===== config.mk =====
export PLATFORM = sky130hd
export DESIGN_NAME = bits_stream_parser_flat
export DESIGN_NICKNAME = d
export VERILOG_FILES = /design/src/rtl/bits_pkg.sv /design/src/rtl/bits_stream_parser_if.sv /design/src/rtl/bits_shift_buffer.sv /design/src/rtl/bits_stream_parser.sv /design/src/flat_wrapper.sv
export SDC_FILE = /design/constraint.sdc
export NUM_CORES = 1
export LEC_CHECK = 0
export ABC_CLOCK_PERIOD_IN_PS = 5200
export CORE_MARGIN = 2
export CORE_UTILIZATION = 40
export DETAILED_ROUTE_END_ITERATION = 10
export HOLD_SLACK_MARGIN = 0.06
export SLEW_MARGIN = 20
export SYNTH_ARGS = -nofsm -noshare
export SYNTH_HDL_FRONTEND = slang
export SYNTH_HIERARCHICAL = 1
export SYNTH_SLANG_ARGS = --single-unit

===== constraint.sdc =====
create_clock -name clk -period 5.2 [get_ports clk]
set_input_delay 0.52 -clock clk [delete_from_list [all_inputs] [get_ports clk]]
set_output_delay 0.52 -clock clk [all_outputs]
set_load 0.005 [all_outputs]

===== src/rtl/bits_pkg.sv =====
// Shared types and field widths for the BITS stream parser.
// Field widths are in bits of the MSB-first transmission.
package bits_pkg;

    typedef enum logic [1:0] {
        HEADER,
        LIT_GROUP,
        OP_LEN,
        DONE
    } parse_state_e;

    localparam int HDR_W        = 6;
    localparam int GRP_W        = 5;
    localparam int TYPE_LITERAL = 4;
    localparam int LEN0_W       = 16;
    localparam int LEN1_W       = 12;
    localparam int MIN_PKT_W    = 11;

endpackage


===== src/rtl/bits_stream_parser_if.sv =====
// Valid/ready beat interface carrying the MSB-first transmission into the parser.
interface bits_stream_parser_if #(
    parameter int IN_W = 16
) ();

    logic [IN_W-1:0] in_data;
    logic            in_valid;
    logic            in_last;
    logic            in_ready;

    modport master (
        output in_data,
        output in_valid,
        output in_last,
        input  in_ready
    );

    modport slave (
        input  in_data,
        input  in_valid,
        input  in_last,
        output in_ready
    );

endinterface


===== src/rtl/bits_shift_buffer.sv =====
// MSB-aligned append/consume bit buffer; bits above cnt are always zero.
// A consume and an append in the same cycle are applied in that order.
module bits_shift_buffer
    import bits_pkg::*;
#(
    parameter int IN_W  = 16,
    parameter int BUF_W = 64,
    parameter int CNT_W = $clog2(BUF_W + 1)
) (
    input  logic             clk,
    input  logic             resetB,
    input  logic             append_en,
    input  logic [IN_W-1:0]  append_data,
    input  logic             consume_en,
    input  logic [CNT_W-1:0] consume_w,
    input  logic             hold,
    output logic [HDR_W-1:0] peek,
    output logic [CNT_W-1:0] cnt,
    output logic             all_zero,
    output logic             ready
);

    logic [BUF_W-1:0] buf_q, buf_d;
    logic [CNT_W-1:0] cnt_q, cnt_d;
    logic [CNT_W-1:0] take_w;
    logic [CNT_W-1:0] rem_cnt;
    logic [BUF_W-1:0] rem_bits;
    logic [BUF_W-1:0] app_bits;

    // NOTE: every variable written here is given a default first, so no path
    // through the block can leave a value unassigned and infer a latch.
    always_comb begin
        take_w   = consume_en ? consume_w : '0;
        rem_bits = buf_q << take_w;
        rem_cnt  = cnt_q - take_w;
        app_bits = {append_data, {(BUF_W - IN_W){1'b0}}} >> rem_cnt;
        buf_d    = rem_bits;
        cnt_d    = rem_cnt;
        if (append_en) begin
            buf_d = rem_bits | app_bits;
            cnt_d = rem_cnt + CNT_W'(IN_W);
        end
    end

    // NOTE: the buffer is a plain register array, so it is cleared on reset;
    // the all-zero flag relies on no stale bits surviving an aborted parse.
    always_ff @(posedge clk or negedge resetB) begin
        if (!resetB) begin
            buf_q <= '0;
            cnt_q <= '0;
        end else begin
            buf_q <= buf_d;
            cnt_q <= cnt_d;
        end
    end

    assign peek     = buf_q[BUF_W-1 -: HDR_W];
    assign cnt      = cnt_q;
    assign all_zero = ~|buf_q;
    assign ready    = !hold && (cnt_q <= CNT_W'(BUF_W - IN_W));

endmodule


===== src/rtl/bits_stream_parser.sv =====
// BITS packet walker: header, literal-group and operator-length fields, one per clock,
// producing the running version sum, packet count and each literal value.
module bits_stream_parser
    import bits_pkg::*;
#(
    parameter int IN_W  = 16,
    parameter int BUF_W = 64,
    parameter int SUM_W = 16,
    parameter int LIT_W = 64
) (
    input  logic                 clk,
    input  logic                 resetB,
    bits_stream_parser_if.slave  in_bus,
    output logic [SUM_W-1:0]     version_sum,
    output logic [15:0]          packet_count,
    output logic                 lit_valid,
    output logic [LIT_W-1:0]     lit_value,
    output logic                 lit_overflow,
    output logic                 done,
    output logic                 error
);

    localparam int CNT_W = $clog2(BUF_W + 1);
    localparam logic [CNT_W-1:0] HDR_CNT  = CNT_W'(HDR_W);
    localparam logic [CNT_W-1:0] GRP_CNT  = CNT_W'(GRP_W);
    localparam logic [CNT_W-1:0] LEN0_CNT = CNT_W'(LEN0_W);
    localparam logic [CNT_W-1:0] LEN1_CNT = CNT_W'(LEN1_W);
    localparam logic [CNT_W-1:0] MIN_CNT  = CNT_W'(MIN_PKT_W);

    if ((IN_W % 4) != 0 || IN_W < 4 || BUF_W < IN_W + 16) begin : g_bad_params
        $error("bits_stream_parser: IN_W must be a multiple of 4 and BUF_W >= IN_W + 16");
    end

    parse_state_e     state_q, state_d;
    logic             last_seen_q;
    logic [LIT_W-1:0] acc_q, acc_d;
    logic             ovf_q, ovf_d;

    logic [SUM_W-1:0] sum_d;
    logic [15:0]      count_d;
    logic             lit_valid_d;
    logic [LIT_W-1:0] lit_value_d;
    logic             lit_ovf_d;
    logic             done_d;
    logic             error_d;

    logic             consume_en;
    logic [CNT_W-1:0] consume_w;
    logic [HDR_W-1:0] peek;
    logic [CNT_W-1:0] buf_cnt;
    logic             buf_zero;
    logic             buf_ready;
    logic             accept;

    logic [2:0]       hdr_version;
    logic [2:0]       hdr_type;
    logic             grp_more;
    logic [3:0]       grp_nibble;
    logic [CNT_W-1:0] len_w;

    assign accept          = in_bus.in_valid && buf_ready;
    assign in_bus.in_ready = buf_ready;

    // Fields are decoded from the head of the buffer; the operator length width
    // depends only on the I bit, which is the first buffered bit in OP_LEN.
    assign hdr_version = peek[HDR_W-1 -: 3];
    assign hdr_type    = peek[HDR_W-4 -: 3];
    assign grp_more    = peek[HDR_W-1];
    assign grp_nibble  = peek[HDR_W-2 -: 4];
    assign len_w       = peek[HDR_W-1] ? LEN1_CNT : LEN0_CNT;

    bits_shift_buffer #(
        .IN_W  (IN_W),
        .BUF_W (BUF_W),
        .CNT_W (CNT_W)
    ) u_buf (
        .clk         (clk),
        .resetB      (resetB),
        .append_en   (accept),
        .append_data (in_bus.in_data),
        .consume_en  (consume_en),
        .consume_w   (consume_w),
        .hold        (last_seen_q || done),
        .peek        (peek),
        .cnt         (buf_cnt),
        .all_zero    (buf_zero),
        .ready       (buf_ready)
    );

    always_comb begin
        state_d     = state_q;
        consume_en  = 1'b0;
        consume_w   = '0;
        acc_d       = acc_q;
        ovf_d       = ovf_q;
        sum_d       = version_sum;
        count_d     = packet_count;
        lit_valid_d = 1'b0;
        lit_value_d = lit_value;
        lit_ovf_d   = lit_overflow;
        done_d      = done;
        error_d     = error;

        unique case (state_q)
            HEADER: begin
                // Trailing padding after the last packet ends the parse cleanly.
                if (last_seen_q && (buf_cnt < MIN_CNT || buf_zero)) begin
                    state_d = DONE;
                    done_d  = 1'b1;
                end else if (buf_cnt >= HDR_CNT) begin
                    consume_en = 1'b1;
                    consume_w  = HDR_CNT;
                    sum_d      = version_sum + SUM_W'(hdr_version);
                    count_d    = packet_count + 16'd1;
                    if (hdr_type == 3'(TYPE_LITERAL)) begin
                        acc_d   = '0;
                        ovf_d   = 1'b0;
                        state_d = LIT_GROUP;
                    end else begin
                        state_d = OP_LEN;
                    end
                end
            end

            LIT_GROUP: begin
                if (buf_cnt >= GRP_CNT) begin
                    consume_en = 1'b1;
                    consume_w  = GRP_CNT;
                    acc_d      = {acc_q[LIT_W-5:0], grp_nibble};
                    if (|acc_q[LIT_W-1 -: 4]) begin
                        ovf_d = 1'b1;
                    end
                    if (!grp_more) begin
                        lit_valid_d = 1'b1;
                        lit_value_d = acc_d;
                        lit_ovf_d   = ovf_d;
                        state_d     = HEADER;
                    end
                end else if (last_seen_q) begin
                    error_d = 1'b1;
                    done_d  = 1'b1;
                    state_d = DONE;
                end
            end

            OP_LEN: begin
                // Length/count values are dropped; nesting is not tracked.
                if (buf_cnt >= len_w) begin
                    consume_en = 1'b1;
                    consume_w  = len_w;
                    state_d    = HEADER;
                end else if (last_seen_q) begin
                    error_d = 1'b1;
                    done_d  = 1'b1;
                    state_d = DONE;
                end
            end

            DONE: begin
                state_d = DONE;
            end

            default: begin
                state_d = HEADER;
            end
        endcase
    end

    // NOTE: registers take non-blocking assignments so every flop samples the
    // pre-edge values, independent of statement order.
    always_ff @(posedge clk or negedge resetB) begin
        if (!resetB) begin
            state_q      <= HEADER;
            last_seen_q  <= 1'b0;
            acc_q        <= '0;
            ovf_q        <= 1'b0;
            version_sum  <= '0;
            packet_count <= '0;
            lit_valid    <= 1'b0;
            lit_value    <= '0;
            lit_overflow <= 1'b0;
            done         <= 1'b0;
            error        <= 1'b0;
        end else begin
            state_q      <= state_d;
            acc_q        <= acc_d;
            ovf_q        <= ovf_d;
            version_sum  <= sum_d;
            packet_count <= count_d;
            lit_valid    <= lit_valid_d;
            lit_value    <= lit_value_d;
            lit_overflow <= lit_ovf_d;
            done         <= done_d;
            error        <= error_d;
            if (accept && in_bus.in_last) begin
                last_seen_q <= 1'b1;
            end
        end
    end

endmodule


===== src/flat_wrapper.sv =====
// flat-port wrapper written by rule: the top's interface ports become plain ports
module bits_stream_parser_flat import bits_pkg::*;
#(
    parameter int IN_W  = 16,
    parameter int BUF_W = 64,
    parameter int SUM_W = 16,
    parameter int LIT_W = 64
)
  (clk, resetB, version_sum, packet_count, lit_valid, lit_value, lit_overflow, done, error, in_bus_in_data, in_bus_in_valid, in_bus_in_last, in_bus_in_ready);
  bits_stream_parser_if #(.IN_W(IN_W)) in_bus_i ();
  input  logic clk;
  input  logic resetB;
  output logic [SUM_W-1:0] version_sum;
  output logic [15:0] packet_count;
  output logic lit_valid;
  output logic [LIT_W-1:0] lit_value;
  output logic lit_overflow;
  output logic done;
  output logic error;
  input wire logic [$bits(in_bus_i.in_data)-1:0] in_bus_in_data;
  input wire logic [$bits(in_bus_i.in_valid)-1:0] in_bus_in_valid;
  input wire logic [$bits(in_bus_i.in_last)-1:0] in_bus_in_last;
  output wire logic [$bits(in_bus_i.in_ready)-1:0] in_bus_in_ready;
  assign in_bus_i.in_data = in_bus_in_data;
  assign in_bus_i.in_valid = in_bus_in_valid;
  assign in_bus_i.in_last = in_bus_in_last;
  assign in_bus_in_ready = in_bus_i.in_ready;
  bits_stream_parser #(.IN_W(IN_W), .BUF_W(BUF_W), .SUM_W(SUM_W), .LIT_W(LIT_W)) u_core (.clk(clk), .resetB(resetB), .in_bus(in_bus_i), .version_sum(version_sum), .packet_count(packet_count), .lit_valid(lit_valid), .lit_value(lit_value), .lit_overflow(lit_overflow), .done(done), .error(error));
endmodule

Word-level counts from Yosys, hierarchy flattened. Cells that the tools add are included.

Register bits after elaboration: 239. Input port bits: 20. Output and inout bits: 101. Logic and storage cells: 105.

Add/subtract/negate cells: 4. $lt $le $gt $ge: 5. Equality and inequality tests: 13. Shifts and indexed selects: 2. Mux-type cells: 45. Bitwise operators: 3. Reduce and logical (&&, ||, !) cells: 20.

Operators by type and width (number): $mux W64 (5); $pmux W64 S2 (1); $or A64 B64 Y64 (1); $reduce_or A64 Y1 (1); $shl A64 B7 Y64 (1); $shr A64 B7 Y64 (1); $mux W7 (4); $pmux W7 S3 (1); $mux W1 (19); $add A16 B1 Y16 const B (1); $add A16 B3 Y16 (1); $ge A7 B3 Y1 const B (2); $mux W2 (7); $reduce_and A3 Y1 (3); $ne A2 B1 Y1 const B (4); $pmux W2 S4 (1); $add A7 B5 Y7 const B (1); $ge A7 B7 Y1 (1); $le A7 B6 Y1 const B (1); $lt A7 B4 Y1 const B (1); $sub A7 B7 Y7 (1); $mux W3 (2); $ne A2 B2 Y1 const B (3); $pmux W1 S3 (2); 18 further kinds (27).

Depth between registers and ports, before layout. Gate-level depths: netlist (run 1).

Depth after elaboration: 11. Gate-level depth with buffers: 27. Gate-level depth less buffers: 18.

By module. Netlist (run 1), hierarchy kept.

By module, submodules not included: bits_shift_buffer (times used 1, cells an instance 1170, area an instance 9285.2 um^2, seq. area each 1776.7 um^2); bits_stream_parser (times used 1, cells an instance 641, area an instance 7390.8 um^2, seq. area each 4204.0 um^2).

Worst setup path before layout (run 1). OpenSTA, ideal clock, no wires.

Path kind: register to register. Start: register u_core.u_buf.buf_q[28]. End: register u_core.u_buf.buf_q[2]. Library setup time: 0.121 ns. Data arrival time: 4.955 ns. Required time: 5.079 ns. Slack: 0.124 ns. Stages on the path, launching flop included: 22. Buffers on the path: 6. Period minus slack after synthesis: 5.076 ns. Cells stage by stage: dfrtp_1 -> clkbuf_1 -> nor4_1 -> nand4_1 -> nor4_1 -> nand2_1 -> and2_1 -> buf_2 -> nand3_2 -> a21oi_1 -> buf_4 -> nand2_1 -> inv_2 -> buf_2 -> buf_1 -> fa_1 -> xor2_1 -> clkbuf_1 -> mux4_2 -> mux2_2 -> a221o_1 -> a22o_1.

Longest elaborated chain between the ends: 11. Elaborated cells on any way between the ends: 14. Those cells by class: add/sub: 1; shift: 2; mux: 6; bitwise: 1; reduce/logical: 4.

RTL lines: from (decl) (RTL line bits_shift_buffer.sv:23) `logic [BUF_W-1:0] buf_q, buf_d;`; from (signal assigned) (RTL line bits_shift_buffer.sv:52) `buf_q <= buf_d;`; $reduce_or A64 Y1 (*) (RTL line bits_shift_buffer.sv:59) `assign all_zero = ~|buf_q;`; $logic_not A1 Y1 (*) (RTL line bits_shift_buffer.sv:59); via u_core.buf_zero (RTL line bits_stream_parser.sv:51) `logic buf_zero;`; $logic_or A1 B1 Y1 (*) (RTL line bits_stream_parser.sv:107) `if (last_seen_q && (buf_cnt < MIN_CNT || buf_zero)) begin`; $logic_and A1 B1 Y1 (*) (RTL line bits_stream_parser.sv:107); $mux W1 (*) (RTL line bits_stream_parser.sv:107); $pmux W1 S3 (*) (RTL line bits_stream_parser.sv:104) `unique case (state_q)`; via u_core.consume_en (RTL line bits_stream_parser.sv:47) `logic consume_en;`; $mux W7 (*) (RTL line bits_shift_buffer.sv:33) `take_w = consume_en ? consume_w : '0;`; $sub A7 B7 Y7 (RTL line bits_shift_buffer.sv:35) `rem_cnt = cnt_q - take_w;`; $shr A64 B7 Y64 (RTL line bits_shift_buffer.sv:36) `app_bits = {append_data, {(BUF_W - IN_W){1'b0}}} >> rem_cnt;`; $or A64 B64 Y64 (RTL line bits_shift_buffer.sv:40) `buf_d = rem_bits | app_bits;`; $mux W64 (*) (RTL line bits_shift_buffer.sv:39) `if (append_en) begin`; via u_core.u_buf.buf_d[2] (RTL line bits_shift_buffer.sv:23).

The timed path passes the listed nets; every way through them passes the cells marked *. A chain may end at the register's enable or synchronous reset.

Worst setup path after layout (run 1).
Start: register u_core.u_buf.buf_q[33]. End: register u_core.u_buf.buf_q[30].

Same word-level chain as after synthesis.

==> results.md, run 1 <==
- Chip height: 208 microns
- Num rows: 74
- CP max stage cell: a222oi_1
- CP Class: reg2reg
- Non-filler cells, final: 2576
- Final Hold Viols: 0
- Crit-path cells: nor4_1 -> nand4_1 -> nor4_1 -> buf_4 -> nand2_1 -> and2_1 -> nand3_2 -> a21oi_4 -> and2_4 -> inv_2 -> buf_4 -> buf_4 -> a32o_1 -> nand3b_1 -> o22ai_1 -> a222oi_1 -> o211ai_1
- Die width: 208 microns
- Io pins: 121
- Initial drt markers: 2201
- Cells after Synth: 1811
- Buf/Inv on CP: 4
- FF-to-FF End: u_core/u_buf/buf_q[30]
- Layout net count: 2060
- R2R Path Start: u_core/u_buf/buf_q[33]
- Area leader, netlist: dfrtp_1
- Critical path peak fanout: 27
- Vias per inst: 6.47
- Fillers: 3872
- HPWL after detailed placement: 50200 microns
- Synth unique cells: 94
- Root Buffer: clkbuf_16
- Hold_sp: u_core/packet_count[15]
- Period Utilization, post-route: 97.0%
- Ratio of cells with drive above 1 in the final layout: 20.7%
- Post-synthesis instance area: 16700 sq um
- Final setup violation count: 0
- Share of the synthesized area in the top cell type: 35.9%
- Global route hottest layer: met2
- Post-synth top cells: nand2_1 (271), dfrtp_1 (239), o22ai_1 (108)
- Core area: 41000 sq um
- Worst-Skew Late Latency: 580 ps
- Grt ovf: 0
- Worst hold path class: reg2reg
- Data arrival, critical path: 5470 ps
- Antenna Nets Post-Route: 0
- Main synth FF type: dfrtp_1
- Met2 usage: 47.2%
- Number of global-route vias before repair: 16100
- Max incr delay on CP: 780 ps
- Register area: 5980 sq um
- Worst-margin pin slew: 1560 ps
- CTS sink cnt: 239
- Max cap viols: 0
- Setup TNS: 0 ps
- Port buffer count: 120
- Failing checks: slew limit
- Setup crit end kind: register
- Asr flop ratio synth: 100%
- Antenna violations before repair: 2
- Worst clock skew: 16.8 ps
- Delay-heaviest family, CP: simple AND/OR/NAND/NOR gates
- Met1 usage in global routing: 43.0%
- CP most frequent cell: buf_4
- CTS tree: yes
- Startpoint types: register
- Dominant cell by count in the synthesized netlist: nand2_1
- Reg2Reg Depth: 17
- Synthesis warning total: 6
- Crit path required time: 5620 ps
- R2r setup slk: 160 ps
- Routed vias: 16700
- Top cells by area, synth: dfrtp_1 (36%), nand2_1 (6.1%), mux2i_1 (5.7%)
- DRT Wirelength: 68000 microns
- Final Util: 49.9%
- Initial Utilization: 40.7%
- Num CTS Buffers: 28
- Setup Fix Bufs, Post-CTS: 0
- First-pass GRT wire length: 103000 microns
- Post-synth EDFFs: 0
- Area growth syn-to-layout: 22.7%
- DRC violations left: 0
- FMAX: 0.198 GHz
- Worst Hold Depth: 1
- WL/cell: 26.4 microns
- Worst hold endpoint: u_core/packet_count[15]
- Syn_area_per_cell: 9.21 sq um
- Pin count of the biggest net entering global routing: 94
- H-tree depth: 1
- Post-synthesis sequential area ratio: 35.9%
- Status: complete, but fails checks
- TritonRoute pass-1 iters: 6
- CTS Buffer Depth: 3
- Seq cells post-synth: 239
- Reg clk slew, reported paths: 60 ps
- GP Congestion: 1.05
- GR Util All Layers: 30.6%
- Fin crit period: 5040 ps
- Min Hold Slack: 470 ps
- Inst Count DP: 2522
- Met3 Resource Use GR: 5.92%
- Rel. slew slack: -5.42%
- Die area: 43300 sq um
- Multi-input gate area: 9910 sq um
- Final Slew Violations: 22
- RSZ-0062 raised after global routing: no
==> flip-flops by register name (all words and copies together), names as in the netlist, 2 cells and up <==
name                 flops
u_core/packet_count     16
u_core/acc_q            64
u_core/lit_value        64
u_core/state_q           2
u_core/u_buf/cnt         7
u_core/u_buf/buf_q      64
u_core/version_sum      16
==> layout make-up <==
| type | instances | share of cell area [%] |
|---|---|---|
| antenna | 1 | 0.0122 |
| timing repair buffer | 325 | 13.8 |
| sequential | 239 | 29.2 |
| multi-input combinational | 1397 | 48.4 |
| inverter | 30 | 0.575 |
| clock inverter | 12 | 0.727 |
| clock buffer | 40 | 3.99 |
| tap | 532 | 3.25 |
==> metal layers <==
layer,wire length (microns),share of wire (%),vias to the layer above
met1,28700,42,8209
li1,-,-,7256
met2,30100,44,1014
met3,6360,9.4,182
met5,21,0.031,-
met4,2800,4.1,4
==> through the flow <==
| stage | setup slack, ps | instance area (sq um) |
|---|---|---|
| 3_5_place_dp | 135 | 19500 |
| 2_1_floorplan | 124 | 16700 |
| 6_report | 156 | 20500 |
| 5_1_grt | 4.35 | 20500 |
| 3_3_place_gp | 134 | 19500 |
| 4_1_cts | 134 | 20400 |
==> placed cells by master, fill, tap and decap left out, types with 60 or more instances in the layout <==
cell / synthesis / final
mux2i_1: 95 / 95
clkdlybuf4s50_1: 0 / 119
dfrtp_1: 239 / 239
o22ai_1: 108 / 108
mux2_2: 60 / 60
nor2_1: 87 / 86
a21oi_1: 68 / 67
nand2_1: 271 / 271
buf_4: 15 / 198
o21ai_0: 73 / 72
==> logic make-up (layout without fill, tap and decap cells) <==
kind of cell	Yosys count	count (layout)	share of synthesized area, %
multiplexers	213	213	16.2
other	1	9	0.0225
AO/OA/AOI/OAI	542	542	22.7
adder cells (fa/ha/maj)	19	19	1.52
flip-flops	239	239	35.9
AND/OR/NAND/NOR	582	582	16.6
XOR/XNOR	33	33	1.73
buffers and inverters	182	407	5.36
==> timing repair <==
action,4_1_cts,5_1_grt
endpoints found under the setup margin,0,3
gates resized for setup,0,4
hold endpoints to repair,79,0
hold buffers,1,0
==> worst max path at each step <==
stage	startpoint	endpoint	slack [ps]	depth (start not counted)
4_1_cts	u_core/u_buf/buf_q[10]	u_core/u_buf/buf_q[41]	130	21
2_1_floorplan	u_core/u_buf/buf_q[28]	u_core/u_buf/buf_q[2]	120	21
5_1_grt	u_core/u_buf/buf_q[63]	u_core/u_buf/buf_q[29]	4	18
6_report	u_core/u_buf/buf_q[33]	u_core/u_buf/buf_q[30]	160	17
3_5_place_dp	u_core/u_buf/buf_q[10]	u_core/u_buf/buf_q[41]	130	21
3_3_place_gp	u_core/u_buf/buf_q[33]	u_core/u_buf/buf_q[29]	130	17
Power of run 1 is not shown: default switching activity piles up to over one toggle a cycle in this logic, so the estimate is an artifact.
==> run 2, diff against run 1 <==
--- a/config.mk
+++ b/config.mk
@@ -5,10 +5,12 @@
 export SDC_FILE = /design/constraint.sdc
 export NUM_CORES = 1
 export LEC_CHECK = 0
+export ABC_AREA = 1
 export ABC_CLOCK_PERIOD_IN_PS = 5200
 export CORE_MARGIN = 2
 export CORE_UTILIZATION = 40
 export DETAILED_ROUTE_END_ITERATION = 10
+export GPL_TIMING_DRIVEN = 0
 export HOLD_SLACK_MARGIN = 0.06
 export SLEW_MARGIN = 20
 export SYNTH_ARGS = -nofsm -noshare
==> run 2 against run 1 <==
Net effect: the flow now finishes without violations; sequential cell count stayed put; wire length increased by 11%; utilization fell by 2.0 points; via count increased by 13%; sequential share of layout area rose by 1.3 points; register-to-register slack is essentially flat; global-route usage grew 3.3 points; first-iteration DRC count rose by 7.9%; maximum frequency about the same.
==> results.md, run 2 <==
- DRC violations left: 0 (unchanged)
- First-pass GRT wire length: 111000 microns (+8.2%)
- Pre-CTS setup slack: -865 ps (-1000 ps)
- Num CTS Buffers: 28 (unchanged)
- GP Congestion: 1.13 (+7.3%)
- Status: complete, no violations
- Antenna violations before repair: 0 (-2)
- Post-synth top cells: nand2_1 (870), nand3_1 (694), dfrtp_1 (239)
- Chip height: 208 microns (-0.26%)
- Worst Setup SP: u_core/u_buf/buf_q[3]
- Core area: 40900 sq um (-0.23%)
- Leading cell type in the layout, fill and taps excluded: nand2_1
- Critical path peak fanout: 13 (-52%)
- Antenna Nets Post-Route: 0 (unchanged)
- Post-route cell area: 19600 sq um (-4.3%)
- Post-synthesis sequential area ratio: 36.1% (+0.19 points)
- Top cells by area, synth: dfrtp_1 (36%), nand3_1 (21%), nand2_1 (20%)
- Initial Utilization: 40.5% (-0.13 points)
- Commonest cells after routing, fill and taps aside: nand2_1 (866), nand3_1 (692), dfrtp_1 (237)
- R2R Path Start: u_core/u_buf/buf_q[3]
- DRT Wirelength: 75200 microns (+11%)
- Ratio of cells with drive above 1 in the final layout: 9.20% (-11 points)
- Port buffer count: 120 (unchanged)
- CP Class: reg2reg
- Area growth syn-to-layout: 18.1%
- Main synth FF type: dfrtp_1
- Cells after Synth: 2489 (+37%)
- Final Hold Viols: 0 (unchanged)
- Synth unique cells: 44 (-53%)
- Pin count of the biggest net entering global routing: 88 (-6.4%)
- Setup crit end kind: register
- Seq cells post-synth: 239 (unchanged)
- Post-synth EDFFs: 0 (unchanged)
- Post-synthesis instance area: 16600 sq um (-0.53%)
- Asr flop ratio synth: 100% (unchanged)
- Worst-Skew Late Latency: 570 ps (about the same)
- CTS sink cnt: 239 (unchanged)
- Vias per inst: 5.89 (-8.9%)
- Final setup violation count: 0 (unchanged)
- Data arrival, critical path: 5520 ps (+50 ps)
- Fin crit period: 5040 ps (-3.11 ps)
- Share of the synthesized area in the top cell type: 36.1% (+0.19 points)
- Die width: 208 microns (-0.26%)
- Setup ws final: 160 ps (+3.11 ps)
- Placed cell area: 18500 sq um (-4.9%)
- RSZ-0062 raised after global routing: no
- HPWL after detailed placement: 59000 microns (+18%)
- Syn_area_per_cell: 6.66 sq um (-28%)
- Die area: 43100 sq um (-0.52%)
- Rel. slew slack: 37.0% (+42 points)
- Dominant cell by count in the synthesized netlist: nand2_1
- Hold_sp: u_core/acc_q[60]
- WL/cell: 23.5 microns (-11%)
- Number of global-route vias before repair: 17900 (+11%)
- Max cap viols: 0 (unchanged)
- R2r setup slk: 160 ps (about the same)
- Area leader, netlist: dfrtp_1
- TritonRoute pass-1 iters: 9 (+3)
- Crit path required time: 5680 ps (+60 ps)
- Period Utilization, post-route: 96.9% (about the same)
- FMAX: 0.198 GHz (about the same)
- Initial drt markers: 2374 (+7.9%)
- H-tree depth: 1 (unchanged)
- Final Slew Violations: 0 (-100%)
- Layout net count: 2681 (+30%)
- Root Buffer: clkbuf_16
- Num rows: 74 (unchanged)
- Worst clock skew: 17.5 ps (+0.704 ps)
- Io pins: 121 (unchanged)
- CTS tree: yes
- Reg clk slew, reported paths: 70 ps (about the same)
- Grt ovf: 0 (unchanged)
- Startpoint types: register
- Worst-margin pin slew: 945 ps (-620 ps)
- GR Util All Layers: 34.0% (+3.3 points)
- Antenna fix cells: 0 (-1)
- CTS Buffer Depth: 3 (unchanged)
- Worst hold path class: reg2reg
- Synthesis warning total: 6 (unchanged)
- Largest regs: u_core/acc_q (64), u_core/lit_value (64), u_core/u_buf/buf_q (64)
- Routed vias: 18800 (+13%)
[run 2: cell types whose count changed after synthesis, sizes merged, moves of 68 or more]
| cell | delta |
|---|---|
| o22ai | -108 |
| o21ai | +95 |
| nand3 | +656 |
| inv | +68 |
| nand2 | +622 |
| mux2 | -91 |
| mux2i | -95 |
[run 2: cell families (layout without fill, tap and decap cells)]
group | after synthesis | after routing | share of synthesized area, %
AOI/OAI and AO/OA | 212 | 212 | 6.84
xor gates and xnor gates | 16 | 16 | 0.981
adders and majority gates | 19 | 19 | 1.52
buffers and inverters | 266 | 437 | 7.68
DFF | 239 | 239 | 36.1
other | 1 | 3 | 0.0226
and+or+nand+nor | 1736 | 1736 | 46.9
[run 2: area by class of cell]
cell class,count,area [sq um]
multi-input cells,1986,9450
fillers,4220,21300
clock inverters,11,119
repair buffers,124,1280
plain buffers,166,940
flip-flops and latches,239,5980
inverters,97,368
clock buffers,39,792
well taps,532,666
[run 2: worst paths after layout]
kind / cells after the start / to
hold reg to reg: 2 / u_core/acc_q[60]
hold / removal: 2 / u_core/acc_q[60]
setup / recovery: 24 / u_core/u_buf/buf_q[32]
min in group asynchronous: 2 / u_core/lit_value[44]
setup reg to reg: 24 / u_core/u_buf/buf_q[32]
max in group asynchronous: 3 / u_core/u_buf/buf_q[19]
[run 2: metal layers]
layer	GRT usage (%)	routed length, microns
met1	46.4	31200
met2	51.4	32200
met3	9.21	8450
met4	13.0	3320
met5	0	0
[run 2: critical path, cell delays in order (launching register included)]
cell and delay [ps]:
dfrtp_1 440, nor4_2 350, nand4_1 230, nor2_2 230
nor3b_2 230, inv_1 60, nand2_1 90, nand2_1 140
nand3_4 220, a31oi_1 120, buf_4 210, nand2_2 150
inv_2 130, clkbuf_4 240, fa_1 560, clkbuf_4 220
clkinv_2 130, clkbuf_4 220, nand3_1 130, nand3_1 130
nand2_1 160, nand2_1 90, nand2_2 110, nand3_1 140
nand2_1 190
[run 2: stage by stage]
| stage | hold WS, ps | utilization [%] | instances | setup TNS, ps |
|---|---|---|---|---|
| floorplan | 224 | - | 2491 | 0 |
| global placement | 479 | 45.1 | 3143 | -1692370 |
| detailed placement | 480 | 45.3 | 3145 | -48140 |
| CTS | 494 | 47.8 | 3195 | 0 |
| global route | 516 | 47.9 | 3194 | 0 |
| finish | 490 | 47.9 | 3194 | 0 |
[run 2: timing repair]
item                       in CTS  in global routing
pin swaps                       0                  4
setup endpoints to repair      68                 63
hold endpoints to repair       67                  0
hold buffers                    1                  0
resized for setup              34                 14
setup buffers                   0                  1
Power of run 2 is left out for the same reason.
